**src/rtl/conv_tile_sequencer.sv**
```systemverilog
// Convolution tile sequencer: drives the line buffer, the window sequencer and
// the vector compute unit over a whole frame. K x K kernel, T input-channel
// tiles accumulated per output window, W strips per row, H rows.
//
// Handshake: a strip is transferred in every cycle where in_valid & in_ready
// are both high. in_valid may rise or fall at any time. in_ready is a function
// of registered state only, so it never depends on in_valid. lb_shift_en
// mirrors the transfer.
module conv_tile_sequencer #(
  parameter int MAX_K        = 5,
  parameter int MAX_IC_TILES = 16,
  parameter int CNT_W        = 16
) (
  input  logic             clk,
  input  logic             rst,
  input  logic             start,
  input  logic [2:0]       cfg_kernel_size,
  input  logic [CNT_W-1:0] cfg_width_strips,
  input  logic [CNT_W-1:0] cfg_height,
  input  logic [4:0]       cfg_ic_tiles,
  input  logic             in_valid,
  output logic             in_ready,
  output logic             lb_shift_en,
  output logic             seq_load,
  output logic [CNT_W-1:0] seq_row_idx,
  output logic [CNT_W-1:0] seq_col_idx,
  output logic [2:0]       kernel_y,
  output logic [2:0]       kernel_x,
  output logic [4:0]       ic_tile_idx,
  output logic             cu_clear,
  output logic             cu_en,
  output logic             acc_last,
  output logic             busy,
  output logic             done,
  output logic             cfg_err,
  output logic [2:0]       dbg_state
);

  typedef enum logic [2:0] {
    S_IDLE    = 3'd0,
    S_FILL    = 3'd1,
    S_LOAD    = 3'd2,
    S_MAC     = 3'd3,
    S_ADVANCE = 3'd4,
    S_DONE    = 3'd5
  } state_t;

  state_t state, state_nx;

  // Frame configuration captured at start
  logic [2:0]       k_q;
  logic [CNT_W-1:0] w_q, h_q;
  logic [4:0]       t_q;
  logic             err_q;

  // Output-window position, input-strip position, MAC tap position
  logic [CNT_W-1:0] row_q, col_q, in_row_q, in_col_q;
  logic [2:0]       kx_q, ky_q;
  logic [4:0]       tile_q;

  logic             cfg_ok, accept, in_col_last, fill_done;
  logic             mac_last, col_last, row_last;
  logic [2:0]       half_k;
  logic [CNT_W:0]   row_plus, need_rows, rows_after;

  assign cfg_ok = cfg_kernel_size[0]
               && (32'(cfg_kernel_size) <= 32'(MAX_K))
               && (cfg_width_strips != '0)
               && (cfg_height != '0)
               && (cfg_ic_tiles != '0)
               && (32'(cfg_ic_tiles) <= 32'(MAX_IC_TILES));

  // Rows that must be in the line buffer before output row row_q can start:
  // the row itself plus the P rows below it, clipped at the frame bottom.
  assign half_k     = (k_q - 3'd1) >> 1;
  assign row_plus   = {1'b0, row_q} + (CNT_W+1)'(half_k) + (CNT_W+1)'(1);
  assign need_rows  = (row_plus > {1'b0, h_q}) ? {1'b0, h_q} : row_plus;

  assign in_ready    = (state == S_FILL) && ({1'b0, in_row_q} < need_rows);
  assign accept      = in_valid & in_ready;
  assign lb_shift_en = accept;

  // FILL may end in the same cycle as the strip that closes the deficit
  assign in_col_last = (in_col_q == w_q - CNT_W'(1));
  assign rows_after  = {1'b0, in_row_q} + (CNT_W+1)'(accept && in_col_last);
  assign fill_done   = (rows_after >= need_rows);

  assign mac_last = (kx_q == k_q - 3'd1) && (ky_q == k_q - 3'd1)
                 && (tile_q == t_q - 5'd1);
  assign col_last = (col_q == w_q - CNT_W'(1));
  assign row_last = (({1'b0, row_q} + (CNT_W+1)'(1)) >= {1'b0, h_q});

  // Outputs decode registered state and counters only
  assign seq_load    = (state == S_LOAD);
  assign cu_clear    = (state == S_LOAD);
  assign cu_en       = (state == S_MAC);
  assign acc_last    = (state == S_MAC) && mac_last;
  assign busy        = (state != S_IDLE);
  assign done        = (state == S_DONE);
  assign cfg_err     = (state == S_DONE) && err_q;
  assign seq_row_idx = row_q;
  assign seq_col_idx = col_q;
  assign kernel_y    = ky_q;
  assign kernel_x    = kx_q;
  assign ic_tile_idx = tile_q;
  assign dbg_state   = state;

  // State register
  always_ff @(posedge clk) begin
    if (rst) state <= S_IDLE;
    else     state <= state_nx;
  end

  // Next-state logic
  always_comb begin
    state_nx = state;
    case (state)
      S_IDLE:    if (start) state_nx = cfg_ok ? S_FILL : S_DONE;
      S_FILL:    if (fill_done) state_nx = S_LOAD;
      S_LOAD:    state_nx = S_MAC;
      S_MAC:     if (mac_last) state_nx = S_ADVANCE;
      S_ADVANCE: begin
        if (!col_last)     state_nx = S_LOAD;
        else if (row_last) state_nx = S_DONE;
        else               state_nx = S_FILL;
      end
      S_DONE:    state_nx = S_IDLE;
      default:   state_nx = S_IDLE;
    endcase
  end

  // Config capture and position counters
  always_ff @(posedge clk) begin
    if (rst) begin
      k_q      <= '0;
      w_q      <= '0;
      h_q      <= '0;
      t_q      <= '0;
      err_q    <= 1'b0;
      row_q    <= '0;
      col_q    <= '0;
      in_row_q <= '0;
      in_col_q <= '0;
      kx_q     <= '0;
      ky_q     <= '0;
      tile_q   <= '0;
    end else begin
      case (state)
        S_IDLE: begin
          if (start) begin
            k_q      <= cfg_kernel_size;
            w_q      <= cfg_width_strips;
            h_q      <= cfg_height;
            t_q      <= cfg_ic_tiles;
            err_q    <= !cfg_ok;
            row_q    <= '0;
            col_q    <= '0;
            in_row_q <= '0;
            in_col_q <= '0;
          end
        end
        S_FILL: begin
          if (accept) begin
            if (in_col_last) begin
              in_col_q <= '0;
              in_row_q <= in_row_q + CNT_W'(1);
            end else begin
              in_col_q <= in_col_q + CNT_W'(1);
            end
          end
        end
        S_MAC: begin
          // kernel_x innermost, then kernel_y, then IC tile; all wrap to 0
          if (kx_q == k_q - 3'd1) begin
            kx_q <= '0;
            if (ky_q == k_q - 3'd1) begin
              ky_q   <= '0;
              tile_q <= (tile_q == t_q - 5'd1) ? 5'd0 : tile_q + 5'd1;
            end else begin
              ky_q <= ky_q + 3'd1;
            end
          end else begin
            kx_q <= kx_q + 3'd1;
          end
        end
        S_ADVANCE: begin
          if (col_last) begin
            col_q <= '0;
            row_q <= row_q + CNT_W'(1);
          end else begin
            col_q <= col_q + CNT_W'(1);
          end
        end
        S_DONE: begin
          // Leave indices at zero for IDLE
          err_q    <= 1'b0;
          row_q    <= '0;
          col_q    <= '0;
          in_row_q <= '0;
          in_col_q <= '0;
        end
        default: ;
      endcase
    end
  end

endmodule

```
**config.mk**
```make
export PLATFORM = sky130hd
export DESIGN_NAME = conv_tile_sequencer
export DESIGN_NICKNAME = d
export VERILOG_FILES = /design/src/rtl/conv_tile_sequencer.sv
export SDC_FILE = /design/constraint.sdc
export NUM_CORES = 1
export LEC_CHECK = 0
export CAP_MARGIN = 20
export CELL_PAD_IN_SITES_DETAIL_PLACEMENT = 1
export CELL_PAD_IN_SITES_GLOBAL_PLACEMENT = 1
export CORE_MARGIN = 2
export CORE_UTILIZATION = 39
export CTS_BUF_LIST = sky130_fd_sc_hd__clkbuf_8
export DETAILED_ROUTE_END_ITERATION = 16
export PLACE_DENSITY = 0.81
export REMOVE_ABC_BUFFERS = 1
export SLEW_MARGIN = 20
export SYNTH_ARGS = -nofsm -noshare
export SYNTH_HDL_FRONTEND = slang
export SYNTH_SLANG_ARGS = --single-unit
```
**constraint.sdc**
```tcl
create_clock -name clk -period 8.88 [get_ports clk]
set_input_delay 2.664 -clock clk [delete_from_list [all_inputs] [get_ports clk]]
set_output_delay 2.664 -clock clk [all_outputs]
set_load 0.02 [all_outputs]
```
## Yosys cells after proc, flatten, opt, wreduce, memory -nomap -nowiden

Cells that the tools add are included.

| storage, ports and cells | value |
|---|---|
| logic and storage cells | 103 |
| flip-flop bits (word level) | 119 |
| bits of input ports | 44 |
| output and inout port bits | 55 |

| operators by class | value |
|---|---|
| muxes and demuxes | 24 |
| equal/unequal tests | 16 |
| $add $sub $neg | 14 |
| bitwise logic cells | 1 |
| magnitude comparators | 6 |
| reductions and logical operators | 29 |

Operators by type and width:

| operator | count |
|---|---|
| one-hot mux 16 bit (3 select lines) | 4 |
| 2-to-1 mux 16 bit | 7 |
| adder 16 x 1 -> 16 bit (second input constant) | 4 |
| == test 16 bit | 2 |
| nonzero test 16 bit | 2 |
| 2-to-1 mux 3 bit | 8 |
| adder 16 x 1 -> 17 bit | 1 |
| adder 16 x 1 -> 17 bit (second input constant) | 1 |
| adder 16 x 2 -> 17 bit | 1 |
| adder 17 x 1 -> 17 bit (second input constant) | 1 |
| >= comparator 17 x 16 -> 1 bit | 1 |
| >= comparator 17 bit | 1 |
| greater-than comparator 17 x 16 -> 1 bit | 1 |
| < comparator 16 x 17 -> 1 bit | 1 |
| 2-to-1 mux 17 bit | 1 |
| subtractor 16 x 1 -> 16 bit (second input constant) | 1 |
| one-hot mux 3 bit (5 select lines) | 1 |
| AND reduction 3 bit | 4 |
| logical AND 1 bit | 11 |
| inequality test 2 bit (second input constant) | 5 |
| nonzero test 3 bit | 3 |
| AND reduction 2 bit | 4 |
| adder 3 x 1 -> 3 bit (second input constant) | 2 |
| == test 3 x 2 -> 1 bit (second input constant) | 2 |
| other kinds (19) | 21 |

## Longest topological paths before layout

Gate-level depths: netlist of the first run.

| depth | value |
|---|---|
| depth in word-level cells | 13 |
| depth in mapped cells | 43 |
| depth with buffers taken out | 41 |

## Least setup slack after synthesis of the first run

No wires, ideal clock.

| timing | value |
|---|---|
| path type | register to register |
| start | reg k_q[0] |
| end | reg state[2] (netlist: dbg_state[2]) |
| cell stages (with the launch flop) | 38 |
| path slack | -151 ps |
| setup time | 86 ps |
| arrival time | 8,946 ps |
| cells stage by stage | dfxtp_1 -> inv_1 -> ha_1 -> ha_1 -> inv_1 -> fa_1 -> nand4_1 -> or4_1 -> xnor2_1 -> ha_1 -> nand3_1 -> or3_1 -> nor4_1 -> o22a_1 -> clkbuf_1 -> nor2_1 -> a21oi_1 -> ha_1 -> (+2 left out) -> a221oi_1 -> nand4b_1 -> o21ai_0 -> nor2b_4 -> ha_1 -> ha_1 -> nand3_1 -> nor2_1 -> nand2_1 -> or3_1 -> xnor2_1 -> ha_1 -> nand4_1 -> nor2_1 -> o221ai_1 -> o21a_1 -> or4b_2 -> a211oi_1 |

| on the way | value |
|---|---|
| word-level cells in the longest chain between the ends | 13 |
| elaborated cells on any way between the ends | 18 |
| classes of those cells | add/sub (4); order compare (3); eq/ne (4); mux (1); bitwise (1); reduce/logical (5) |

RTL lines:

| what | line | RTL |
|---|---|---|
| start: declaration | 51 | `logic [2:0] k_q;` |
| start signal: assignment | 151 | `k_q <= cfg_kernel_size;` |
| subtractor 3 x 1 -> 3 bit (*) | 75 | `assign half_k = (k_q - 3'd1) >> 1;` |
| adder 16 x 2 -> 17 bit (*) | 76 | `assign row_plus = {1'b0, row_q} + (CNT_W+1)'(half_k) + (CNT_W+1)'(1);` |
| adder 17 x 1 -> 17 bit (*) | 76 |  |
| greater-than comparator 17 x 16 -> 1 bit | 77 | `assign need_rows = (row_plus > {1'b0, h_q}) ? {1'b0, h_q} : row_plus;` |
| 2-to-1 mux 17 bit (*) | 77 |  |
| < comparator 16 x 17 -> 1 bit (*) | 79 | `assign in_ready = (state == S_FILL) && ({1'b0, in_row_q} < need_rows);` |
| logical AND 1 bit (*) | 79 |  |
| bitwise AND 1 bit (*) | 80 | `assign accept = in_valid & in_ready;` |
| net lb_shift_en | 23 | `output logic lb_shift_en,` |
| logical AND 1 bit (*) | 85 | `assign rows_after = {1'b0, in_row_q} + (CNT_W+1)'(accept && in_col_last);` |
| adder 16 x 1 -> 17 bit (*) | 85 |  |
| >= comparator 17 bit (*) | 86 | `assign fill_done = (rows_after >= need_rows);` |
| inequality test 2 bit (no line) (*) | n/a |  |
| AND reduction 3 bit (no line) (*) | n/a |  |
| end signal: assignment | 111 | `else state <= state_nx;` |
| end: declaration | 48 | `state_t state, state_nx;` |

The timed path passes the listed nets; every way through them passes the cells marked *.
A chain may end at the register's enable or synchronous reset.

## Worst setup path after layout of the first run

| timing | value |
|---|---|
| start | reg k_q[0] |
| end | out lb_shift_en |

| on the way | value |
|---|---|
| word-level cells in the longest chain between the ends | 8 |

RTL lines:

| what | line |
|---|---|
| subtractor 3 x 1 -> 3 bit (*) | 75 |
| adder 16 x 2 -> 17 bit (*) | 76 |
| adder 17 x 1 -> 17 bit (*) | 76 |
| greater-than comparator 17 x 16 -> 1 bit | 77 |
| 2-to-1 mux 17 bit (*) | 77 |
| < comparator 16 x 17 -> 1 bit (*) | 79 |
| logical AND 1 bit (*) | 79 |
| bitwise AND 1 bit (*) | 80 |
| end: declaration | 23 |

Mark *: on every way between the ends. The rest lies on a longest branch, timed or not.

==> metrics.md, run 1 <==
| Metric | Value |
|---|---|
| Post-synthesis mux area share | `0.568%` |
| Most common cell in the netlist | `nand2_1` |
| Root buffer cell | `clkbuf_8` |
| Xor-xnor portion of the synthesized cell area | `11.9%` |
| # port buffers | `98` |
| CTS tree | `built` |
| Initial Util | `39.3%` |
| CTS buffer count | `17` |
| Slew margin rel. | `37.0%` |
| Endpoints failing setup | `0` |
| Drt total wl | `28900 um` |
| Die height | `154 um` |
| Initial DRC Count | `580` |
| Critical Path End Type | `primary output` |
| FILL cells | `2727` |
| Area fraction of the dominant cell type after synthesis | `27.0%` |
| First-pass iteration count of the detailed router | `5` |
| GRT Total Usage | `24.2%` |
| Mean Syn Cell Area | `7.78 sq um` |
| Final period util | `96.9%` |
| Peak supply drop | `114 uV` |
| Post-synth EDFFs | `0` |
| Die area | `23800 sq um` |
| Post-synth top area cell | `dfxtp_1` |
| Simple-Gate Fraction of Synth Area | `25.9%` |
| Number of global-route vias before repair | `8844` |
| Site Rows | `55` |
| #FFs+latches synth | `119` |
| Req. time, crit path | `6.22 ns` |
| Distinct cells, synth | `72` |
| Pin count of the biggest net entering global routing | `54` |
| Final Net Count | `1339` |
| CTS Buffer Depth | `2` |
| Asr flop ratio synth | `0%` |
| Post-layout util | `47.6%` |
| Post-synthesis adder-cell area fraction | `11.3%` |
| Routability cong. | `0.886` |
| F_max | `116 MHz` |
| Max-slew violations | `0` |
| Detailed-route DRC error count | `0` |
| Worst slew pin tran | `0.938 ns` |
| Global route overflow | `0` |
| Post-DRT Antenna Nets | `0` |
| Leakage Power | `0.00412 uW` |
| CTS Sinks | `119` |
| Synth top area cells | `dfxtp_1, ha_1, xnor2_1` |
| Hpwl dp | `21600 um` |
| Reg2reg setup slack | `0.36 ns` |
| IO Pins | `99` |
| Status | `finished clean` |
| Fraction of layout cells with a size suffix above 1 | `9.61%` |
| Layout area overhead | `21.2%` |
| Mapped cell area | `8820 sq um` |
| Hold WC Path Type | `reg -> reg` |
| Hold violation total from the final report | `0` |
| Min Tclk post-route | `8.60 ns` |
| Post-synthesis sequential area ratio | `27.0%` |
| Max H-tree Level | `4` |
| Vias post-DR | `8760` |
| Minimum hold slack | `0.457 ns` |
| Synth Area in Compound Gates | `18.5%` |
| Global-route wire length before repair | `46300 um` |
| Max FO, Critical Path | `14` |
| Clock skew | `0.0214 ns` |
| Ys Warns | `0` |
| Cells after Synth | `1133` |
| Critical path arrival | `5.94 ns` |
| Routed vias/inst | `5.79` |
| Synth cell count leaders | `nand2_1, dfxtp_1, a21oi_1` |
| Worst-path clk slew | `0.08 ns` |
| Most used flip-flop cell after synthesis | `dfxtp_1` |
| Clk Latency, worst-skew pair | `0.47 ns` |
| Initial antenna violation count | `0` |
| CP Class | `reg -> out` |
| Antenna Diode Count | `0` |
| Routed WL per cell | `19.1 um` |
| CP startpoint kind | `flop` |
| Core box area | `22400 sq um` |
| Largest family of logic cells by synthesized area | `simple AND/OR/NAND/NOR gates` |
| Pwr per Cell Area | `226 nW/um^2` |
| Die W | `154 um` |
| Max-cap viol count | `0` |
## logic make-up after synthesis
| family | Yosys count |
|---|---|
| AO/OA/AOI/OAI | 254 |
| XOR/XNOR | 112 |
| adder cells (fa/ha/maj) | 79 |
| buffers and inverters | 106 |
| flip-flops | 119 |
| multiplexers | 5 |
| other | 1 |
| AND/OR/NAND/NOR | 457 |
## per-layer routing
layer	track usage (%)	wire (um)	vias up
met1	31.7	13300	4308
met5	0	0	-
met3	4.26	1330	32
li1	-	-	4236
met2	41.5	13900	184
met4	5.60	392	0
## timing repair
item | 4_1_cts | 5_1_grt
resized for setup | 13 | 30
hold buffers | 0 | 0
gates cloned | 1 | 0
setup buffers | 1 | 2
setup endpoints to repair | 5 | 5
pin swaps | 1 | 9
## flip-flops by register name, indices dropped and copies added (netlist names), 5 cells and up
signal	count
in_col_q	16
ic_tile_idx	5
w_q	16
h_q	16
in_row_q	16
t_q	5
seq_col_idx	16
seq_row_idx	16
## layout by cell type (no fill, tap or decap), types with 6 or more instances in the layout
| cell type | count |
|---|---|
| a21o_1 | 21 |
| a21oi_1 | 94 |
| a22o_1 | 15 |
| and2_1 | 7 |
| and3_1 | 27 |
| buf_4 | 31 |
| clkbuf_8 | 18 |
| clkdlybuf4s50_1 | 95 |
| dfxtp_1 | 119 |
| ha_1 | 75 |
| inv_1 | 39 |
| nand2_1 | 142 |
| nand2b_1 | 7 |
| nand3_1 | 40 |
| nand4_1 | 28 |
| nor2_1 | 90 |
| nor3_1 | 26 |
| nor4_1 | 13 |
| o211ai_1 | 10 |
| o21a_1 | 6 |
| o21ai_0 | 42 |
| o311ai_0 | 14 |
| o31ai_1 | 6 |
| or3_1 | 13 |
| or3b_2 | 12 |
| or4_1 | 6 |
| xnor2_1 | 66 |
| xor2_1 | 40 |
## stage by stage
stage | worst slack [ns] | instance area, sq um | instances | setup TNS [ns] | power (uW)
after floorplan | -0.358 | 8540 | 1066 | -0.485 | 1390
after global placement | 0.101 | 10100 | 1478 | 0 | 1770
after detailed placement | -0.234 | 10100 | 1478 | -0.666 | 1810
after CTS | 0.00934 | 10600 | 1511 | 0 | 2380
after global routing | -0.0526 | 10700 | 1513 | -0.0704 | 2570
final | 0.277 | 10700 | 1513 | 0 | 2420
## worst paths after layout
path	start	end	cells past startpoint
worst min-delay path	h_q[9]$_SDFFE_PP0P_	h_q[9]$_SDFFE_PP0P_	2
worst max register to register	k_q[0]$_SDFFE_PP0P_	dbg_state[2]$_SDFFE_PP0P_	42
worst min register to register	h_q[9]$_SDFFE_PP0P_	h_q[9]$_SDFFE_PP0P_	2
worst max-delay path	k_q[0]$_SDFFE_PP0P_	lb_shift_en	27
## cell type report
cell class | instances | area [sq um] | area share (%)
clock inverters | 13 | 168 | 1.57
flip-flops and latches | 119 | 2380 | 22.3
inverters | 39 | 146 | 1.37
repair buffers | 130 | 1210 | 11.3
well taps | 285 | 357 | 3.34
multi-input cells | 909 | 6180 | 57.8
clock buffers | 18 | 248 | 2.32
## report_power, final
group          switching (uW)  internal, uW
Clock                     262           287
Sequential               74.5           579
Combinational             731           482
## worst max-delay path, stage by stage (launching register included)
cell and delay [ns]:
dfxtp_1 0.34, inv_1 0.06, ha_1 0.23, xnor2_2 0.15, inv_1 0.10, ha_1 0.29
a21o_1 0.22, and2_2 0.24, xor2_1 0.23, ha_1 0.29, nand4_1 0.18, nor3_1 0.11
a2111oi_2 0.40, buf_4 0.19, o21a_1 0.17, o22a_2 0.24, buf_6 0.18, buf_4 0.18
nor2_1 0.05, a21oi_1 0.26, ha_1 0.29, nand2_1 0.09, o21ai_0 0.10, a41oi_2 0.16
and2_1 0.16, nand4b_1 0.15, o21ai_2 0.21, buf_2 0.21
(Power assumes the default switching activity.)
==> run 2: changes to the inputs <==
--- a/config.mk
+++ b/config.mk
@@ -8,6 +8,7 @@
 export CAP_MARGIN = 20
 export CELL_PAD_IN_SITES_DETAIL_PLACEMENT = 1
 export CELL_PAD_IN_SITES_GLOBAL_PLACEMENT = 1
+export CORE_ASPECT_RATIO = 2
 export CORE_MARGIN = 2
 export CORE_UTILIZATION = 39
 export CTS_BUF_LIST = sky130_fd_sc_hd__clkbuf_8
==> metrics.md, run 2 (same netlist as run 1, synthesis figures left out) <==
| Metric | Value |
|---|---|
| Site Rows | `77 (+40%)` |
| CP Class | `reg -> out` |
| Max-cap viol count | `0 (unchanged)` |
| Net Sw Frac | `45.4% (+1.3 points)` |
| Req. time, crit path | `6.22 ns (about the same)` |
| Number of global-route vias before repair | `9768 (+10%)` |
| Clock power share | `19.2% (-3.5 points)` |
| Slew margin rel. | `38.8% (+1.8 points)` |
| Worst slew pin tran | `0.913 ns (-0.0254 ns)` |
| First-pass iteration count of the detailed router | `5 (unchanged)` |
| Logic pwr share | `53.4% (+3.2 points)` |
| IO Pins | `99 (unchanged)` |
| Clock skew | `0.0139 ns (-0.00752 ns)` |
| Hold WC Path Type | `reg -> reg` |
| Worst-path clk slew | `0.08 ns (about the same)` |
| Met1 GRT Util | `23.5% (-8.1 points)` |
| Detailed-route DRC error count | `0 (unchanged)` |
| Placement Cell Area | `10200 sq um (+1.5%)` |
| Initial Util | `39.8% (+0.49 points)` |
| Min Tclk post-route | `8.70 ns (+0.0952 ns)` |
| Routed WL per cell | `21.4 um (+12%)` |
| Critical Path End Type | `primary output` |
| Flop pwr share | `27.4% (+0.3 points)` |
| Root buffer cell | `clkbuf_8` |
| Pwr per Cell Area | `221 nW/um^2 (-2.1%)` |
| P_int | `1300 uW (-3.3%)` |
| Max H-tree Level | `4 (unchanged)` |
| Final Net Count | `1360 (+1.6%)` |
| Clk Latency, worst-skew pair | `0.50 ns (+0.03 ns)` |
| Most common cell after layout, fill and taps aside | `nand2_1` |
| Max FO, Critical Path | `7 (-7)` |
| Hold violation total from the final report | `0 (unchanged)` |
| FILL cells | `2736 (+0.33%)` |
| Pin count of the biggest net entering global routing | `46 (-15%)` |
| Most frequent cells in the layout | `nand2_1, dfxtp_1, a21oi_1, clkdlybuf4s50_1, nor2_1` |
| Post-layout util | `48.8% (+1.1 points)` |
| Critical path arrival | `6.03 ns (+0.09 ns)` |
| F_max | `115 MHz (-1.1%)` |
| Peak supply drop | `124 uV (+8.8%)` |
| Die W | `110 um (-29%)` |
| Drt total wl | `32600 um (+13%)` |
| GRT Total Usage | `27.9% (+3.8 points)` |
| Net Switching | `1090 uW (+1.8%)` |
| Gr busiest metal | `met2` |
| Die height | `217 um (+40%)` |
| Final period util | `97.9% (+1.1 points)` |
| Core box area | `22200 sq um (-1.2%)` |
| Vias post-DR | `9134 (+4.3%)` |
| CTS buffer count | `17 (unchanged)` |
| Design Area, Final | `10800 sq um (+1.1%)` |
| Post-DRT Antenna Nets | `0 (unchanged)` |
| Die area | `23900 sq um (+0.31%)` |
| Initial antenna violation count | `1 (+1)` |
| Met3 usage | `5.59% (+1.3 points)` |
| Max-slew violations | `0 (unchanged)` |
| Grt met2 use | `54.0% (+12 points)` |
| Routability cong. | `0.929 (+4.9%)` |
| Tot Pwr | `2390 uW (-1.0%)` |
| CP startpoint kind | `flop` |
| Minimum hold slack | `0.456 ns (-0.00129 ns)` |
| CTS Buffer Depth | `2 (unchanged)` |
| CTS Sinks | `119 (unchanged)` |
| Global route overflow | `0 (unchanged)` |
| Layout area overhead | `22.5%` |
| Leakage Power | `0.00420 uW (+2.1%)` |
| Status | `finished clean` |
| Endpoints failing setup | `0 (unchanged)` |
| Routed vias/inst | `5.98 (+3.3%)` |
| Initial DRC Count | `301 (-48%)` |
| Hpwl dp | `25500 um (+18%)` |
| Fraction of layout cells with a size suffix above 1 | `11.3% (+1.7 points)` |
| CTS tree | `built` |
| # port buffers | `98 (unchanged)` |
| Global-route wire length before repair | `50400 um (+8.8%)` |
-- run 2: cell types whose count changed in the layout (fill, tap and decap cells not counted), sizes merged, moves of 2 or more --
| cell | previous run | this run |
|---|---|---|
| bufinv | 3 | 0 |
| buf | 34 | 56 |
| clkinvlp | 2 | 6 |
| inv | 44 | 42 |
-- run 2: power groups by stage --
stage / sequential [uW] / clock, uW / combinational [uW]
finish: 654 / 460 / 1280
global route: 661 / 493 / 1400
CTS: 652 / 470 / 1220
detailed placement: 664 / 0 / 1210
global placement: 661 / 0 / 1160
floorplan: 656 / 0 / 730
-- run 2: path summary, 6_finish.rpt --
kind | start | to | slack [ns] | depth (start not counted)
hold reg to reg | h_q[1]$_SDFFE_PP0P_ | h_q[1]$_SDFFE_PP0P_ | 0.46 | 2
setup / recovery | k_q[0]$_SDFFE_PP0P_ | lb_shift_en | 0.18 | 25
setup reg to reg | k_q[0]$_SDFFE_PP0P_ | dbg_state[2]$_SDFFE_PP0P_ | 0.29 | 38
hold / removal | h_q[1]$_SDFFE_PP0P_ | h_q[1]$_SDFFE_PP0P_ | 0.46 | 2
-- run 2: worst max-delay path: stages (launching register included) --
cell      delay (ns)
dfxtp_2         0.33
inv_1           0.06
ha_4            0.24
ha_1            0.19
inv_2           0.08
fa_2            0.21
nand4_1         0.10
or4_4           0.59
xnor2_2         0.16
ha_1            0.32
nand3_1         0.11
or3_4           0.37
buf_4           0.15
o21a_1          0.20
o22a_4          0.27
nor2_2          0.08
a21oi_1         0.06
ha_1            0.33
a21o_1          0.18
a221o_1         0.37
a221oi_2        0.27
buf_4           0.16
nand4b_1        0.18
o21ai_4         0.24
buf_6           0.13
buf_4           0.13
-- run 2: layout make-up --
class	instances	area (sq um)	area share, %
Multi-Input combinational cell	908	6180	57.1
Sequential cell	119	2380	22.1
Timing Repair Buffer	152	1400	12.9
Tap cell	276	345	3.20
Clock buffer	20	275	2.55
Inverter	39	146	1.35
Clock inverter	12	80.1	0.741
Antenna cell	1	2.50	0.0232
-- run 2: routing by layer --
| metal | part of all wire (%) | vias up | routed length [um] |
|---|---|---|---|
| li1 | - | 4259 | - |
| met1 | 32 | 4493 | 10400 |
| met2 | 57 | 249 | 18500 |
| met3 | 3.4 | 133 | 1100 |
| met4 | 8.1 | 0 | 2650 |
| met5 | 0 | - | 0 |
-- run 2: what timing repair did --
item,in CTS,in global routing
setup buffers,1,4
cloned,0,0
gates resized for setup,13,33
endpoints found under the hold margin,0,0
endpoints found under the setup margin,5,5
hold buffers,0,0
pin swaps,0,14
-- run 2: stage by stage --
stage / setup TNS [ns] / worst slack (ns) / instances
6_report: 0 / 0.182 / 1527
5_1_grt: -0.266 / -0.0993 / 1527
4_1_cts: -0.00429 / -0.00429 / 1522
3_5_place_dp: -1.15 / -0.422 / 1489
3_3_place_gp: -0.168 / -0.111 / 1489
2_1_floorplan: -0.485 / -0.358 / 1066
==> run 3: changes to the inputs <==
--- a/config.mk
+++ b/config.mk
@@ -5,6 +5,7 @@
 export SDC_FILE = /design/constraint.sdc
 export NUM_CORES = 1
 export LEC_CHECK = 0
+export ABC_CLOCK_PERIOD_IN_PS = 8880
 export CAP_MARGIN = 20
 export CELL_PAD_IN_SITES_DETAIL_PLACEMENT = 1
 export CELL_PAD_IN_SITES_GLOBAL_PLACEMENT = 1
==> results of run 3 <==
The final DEF is identical to that of run 2; final timing and power are the same.
